[config.mk]
export PLATFORM = sky130hd
export DESIGN_NAME = serial_tx
export DESIGN_NICKNAME = d
export VERILOG_FILES = /design/src/rtl/serial_tx.sv
export SDC_FILE = /design/constraint.sdc
export NUM_CORES = 1
export LEC_CHECK = 0
export CORE_ASPECT_RATIO = 0.9
export CORE_MARGIN = 2
export CORE_UTILIZATION = 29
export CTS_BUF_LIST = sky130_fd_sc_hd__clkbuf_16
export CTS_CLUSTER_DIAMETER = 200
export DETAILED_ROUTE_END_ITERATION = 8
export REMOVE_ABC_BUFFERS = 1
export SETUP_SLACK_MARGIN = 0.4
export SKIP_CTS_REPAIR_TIMING = 1
export SLEW_MARGIN = 10
export SYNTH_ARGS = -nofsm -noshare
export SYNTH_HDL_FRONTEND = slang
export SYNTH_SLANG_ARGS = --single-unit
export TNS_END_PERCENT = 100
[constraint.sdc]
create_clock -name clk -period 3.8 [get_ports clk]
set_input_delay 0.57 -clock clk [delete_from_list [all_inputs] [get_ports clk]]
set_output_delay 0.57 -clock clk [all_outputs]
set_load 0.02 [all_outputs]
[src/rtl/serial_tx.sv]
// serial_tx: LSB-first framed serializer; even parity bit inserted when SERIAL_TX_PARITY_EN is defined
module serial_tx #(
    parameter int WIDTH        = 8,
    parameter int CLKS_PER_BIT = 4,
    parameter int STOP_BITS    = 1
) (
    input  logic             clk,
    input  logic             reset,
    input  logic [WIDTH-1:0] in_data,
    input  logic             in_valid,
    output logic             in_ready,
    output logic             out,
    output logic             busy
);
    localparam int CW = CLKS_PER_BIT > 1 ? $clog2(CLKS_PER_BIT) : 1;
    localparam int BW = $clog2(WIDTH + 1);
    localparam logic [CW-1:0] CLAST = CW'(CLKS_PER_BIT - 1);
    localparam logic [BW-1:0] DLAST = BW'(WIDTH - 1);
    localparam logic [BW-1:0] SLAST = BW'(STOP_BITS - 1);
`ifdef SERIAL_TX_PARITY_EN
    typedef enum logic [2:0] {IDLE, START, DATA, PARITY, STOP} state_t;
    localparam state_t AFTER_DATA = PARITY;
    logic par;
`else
    typedef enum logic [1:0] {IDLE, START, DATA, STOP} state_t;
    localparam state_t AFTER_DATA = STOP;
`endif
    state_t state, state_n;
    logic [CW-1:0] cnt, cnt_n;
    logic [BW-1:0] bitcnt, bit_n;
    logic [WIDTH-1:0] shreg, shreg_n;
    logic out_n, bit_end;

    assign in_ready = state == IDLE;
    assign busy = state != IDLE;

    always_comb begin
        bit_end = cnt == CLAST;
        state_n = state;
        bit_n = bitcnt;
        shreg_n = shreg;
        cnt_n = (state == IDLE || bit_end) ? '0 : cnt + CW'(1);
        case (state)
            IDLE: if (in_valid) begin
                state_n = START;
                bit_n = '0;
                shreg_n = in_data;
            end
            START: if (bit_end) state_n = DATA;
            DATA: if (bit_end) begin
                if (bitcnt == DLAST) begin
                    state_n = AFTER_DATA;
                    bit_n = '0;
                end else begin
                    bit_n = bitcnt + BW'(1);
                    shreg_n = shreg >> 1;
                end
            end
`ifdef SERIAL_TX_PARITY_EN
            PARITY: if (bit_end) state_n = STOP;
`endif
            STOP: if (bit_end) begin
                if (bitcnt == SLAST) state_n = IDLE;
                else bit_n = bitcnt + BW'(1);
            end
            default: state_n = IDLE;
        endcase
        // out is registered, so it is derived from the state being entered
`ifdef SERIAL_TX_PARITY_EN
        out_n = state_n == START ? 1'b0 : state_n == DATA ? shreg_n[0] : state_n == PARITY ? par : 1'b1;
`else
        out_n = state_n == START ? 1'b0 : state_n == DATA ? shreg_n[0] : 1'b1;
`endif
    end

    always_ff @(posedge clk or posedge reset) begin
        if (reset) begin
            state <= IDLE;
            cnt <= '0;
            bitcnt <= '0;
            shreg <= '0;
            out <= 1'b1;
        end else begin
            state <= state_n;
            cnt <= cnt_n;
            bitcnt <= bit_n;
            shreg <= shreg_n;
            out <= out_n;
        end
    end

`ifdef SERIAL_TX_PARITY_EN
    always_ff @(posedge clk or posedge reset) begin
        if (reset) par <= 1'b0;
        else if (in_ready && in_valid) par <= ^in_data;
    end
`endif
endmodule
==> results.py <==
metrics = {
    "status": {
        "outcome": "completed",
    },
    "yosys": {
        "async_reset_ff_frac": 1.000,
        "synth_area_um2": 875.8,
        "synth.top_cell.area_share": 0.4571,
        "synth_warnings": 0,
        "yosys.area.top_type": "dfrtp_1",
        "synth_seq_cells": 17,
        "synthCells": 82,
        "avgSynthCellArea_um2": 10.68,
        "synth.area.top_cells": "dfrtp_1 (46%), a22o_1 (8.0%), a21o_1 (6.0%)",
        "synth_edf_count": 0,
        "ys.flop_type": "dfrtp_1",
        "ys_types": 32,
        "synth-seq-area-share": 0.4871,
    },
    "cells_and_area": {
        "layout_commonest_cell": "dfrtp_1",
        "final_net_count": 110,
        "area_delta_synth_final_pct": 27.14,
        "drive_gt1_frac": 0.08421,
        "multiInputGateArea_um2": 404.1,
        "fillers": 283,
        "finish.utilization": 0.3956,
        "regArea_um2": 426.7,
        "layout_common_cells": "dfrtp_1 (16), clkdlybuf4s50_1 (13), a22o_1 (8), nand2_1 (8), a21o_1 (7)",
        "diodes": 0,
    },
    "floorplan": {
        "fp.dieArea_mm2": 0.003476,
        "io_pins": 14,
        "row_count": 18,
        "initial_core_util": 0.3111,
        "core_area_mm2": 0.002815,
        "dieWidth_um": 61.93,
        "die_height_um": 56.14,
    },
    "sta": {
        "fin_crit_ps": 2324,
        "hold_violations": 0,
        "grt_setup_unrepaired": "false",
        "post-route-period-util": 0.6117,
        "fin_ws_ps": 1476,
        "max_freq_mhz": 430.2,
        "slew_headroom": 0.5592,
        "worst_pin_slew_ps": 660.5,
        "fin_hold_ws_ps": 436.0,
        "drv_slew": 0,
        "fin_worst_skew_ps": 1.239,
        "fin_tns_setup_ps": 0,
        "setup_viol": 0,
    },
    "placed_design": {
        "hpwl_um": 1220,
        "gp_congestion": 0.7321,
        "portBuffers": 13,
        "dp_slack_ps": 1614,
    },
    "clock_tree": {
        "numCtsBuffers": 3,
        "path_clk_slew_ps": 50,
        "clock-sinks": 17,
        "root_buffer": "clkbuf_16",
        "cts-htree-levels": 1,
        "tritoncts": "built",
        "clockBufferDepth": 2,
        "clk_latency_ps": 240,
    },
    "grt": {
        "grt_pass1_vias": 624,
        "antenna_found_initial": 0,
        "grt_first_pass_wirelength_um": 2787,
        "grt_max_degree": 18,
        "grt_overflow_total": 0,
        "grt_use_total": 0.1089,
    },
    "hold_path": {
        "min_path_type": "reg -> reg",
    },
    "power": {
        "finalPower_uw": 839.6,
        "p_per_area_mw_per_mm2": 754.0,
        "total_leakage_power_nw": 0.5145,
        "vdd_drop_max_uv": 435.2,
    },
    "drt": {
        "num_vias": 631,
        "post-route-drc-count": 0,
        "routedWlPerCell_um": 12.42,
        "viasPerCell": 4.674,
        "drt-total-wl_um": 1677,
        "firstDrtPassIters": 3,
        "final_antenna_net_count": 0,
        "dr.first_iter.drc_count": 7,
    },
    "run": {
        "drv_cap": 0,
    },
    "critical_path": {
        "path_max_fanout": 11,
        "path_class": "reg -> out",
        "start_kind": "flip-flop",
        "cp.arrival_ps": 1750,
        "critPathRequiredTime_ps": 3230,
        "cp-end-kind": "primary output",
    },
}
## metrics by stage
stage / cell area (µm²) / cells
after floorplan: 845.8 / 77
after global placement: 1033 / 131
after detailed placement: 1033 / 131
after CTS: 1114 / 135
after global routing: 1114 / 135
final: 1114 / 135
## cells in the mapped netlist, types with 2 or more instances
cell type	n
inv_1	4
a22o_1	8
dfrtp_1	16
nor2b_1	2
nand2_1	8
nor3b_1	3
buf_2	3
a21o_1	7
ha_1	3
nor2_1	2
o21ai_0	3
nand3b_1	2
a21oi_1	2
## cell type report
cell class              instances  area share
clock buffers                   3     0.06742
clock inverters                 1    0.004494
inverters                       4     0.01348
multi-input cells              56      0.3629
flip-flops and latches         17      0.3831
well taps                      40     0.04494
repair buffers                 14      0.1236
## flip-flops by register name, indices dropped and copies added, names as in the netlist
signal	count
cnt	2
state	2
shreg	8
bitcnt	4
out	1
## final timing paths
check	from	endpoint	slack, ps	cells past startpoint
hold / removal	cnt[0]	cnt[0]	440	1
setup reg to reg	cnt[0]	out	1970	5
min in group asynchronous	reset	cnt[1]	720	2
setup / recovery	state[1]	in_ready	1480	2
max in group asynchronous	reset	state[0]	2660	2
hold reg to reg	cnt[0]	cnt[0]	440	1
## metal layers
metal | GRT usage | vias to the layer above | wire [µm]
met5 | 0 | - | 0
met4 | 0.03647 | 0 | 21
met3 | 0.03488 | 2 | 42
met2 | 0.1594 | 9 | 790
met1 | 0.1494 | 294 | 822
li1 | - | 326 | -
## critical path, cell delays in order (launching register included)
cell	delay, ps
dfrtp_1	480
nor2_1	350
clkdlybuf4s50_1	680
## power by group
group          total [mW]  internal (mW)  switching, mW
sequential          0.329          0.266         0.0635
clock               0.206          0.141         0.0653
combinational       0.305          0.154          0.150
## logic make-up after synthesis
group / after synthesis / share of synthesized area
mux: 1 / 0.01143
fa+ha+maj: 3 / 0.04286
buf+inv: 9 / 0.05141
compound gates: 26 / 0.2371
flops: 17 / 0.4871
simple gates: 26 / 0.1700
No activity file was read; power rests on OpenSTA's default activity.
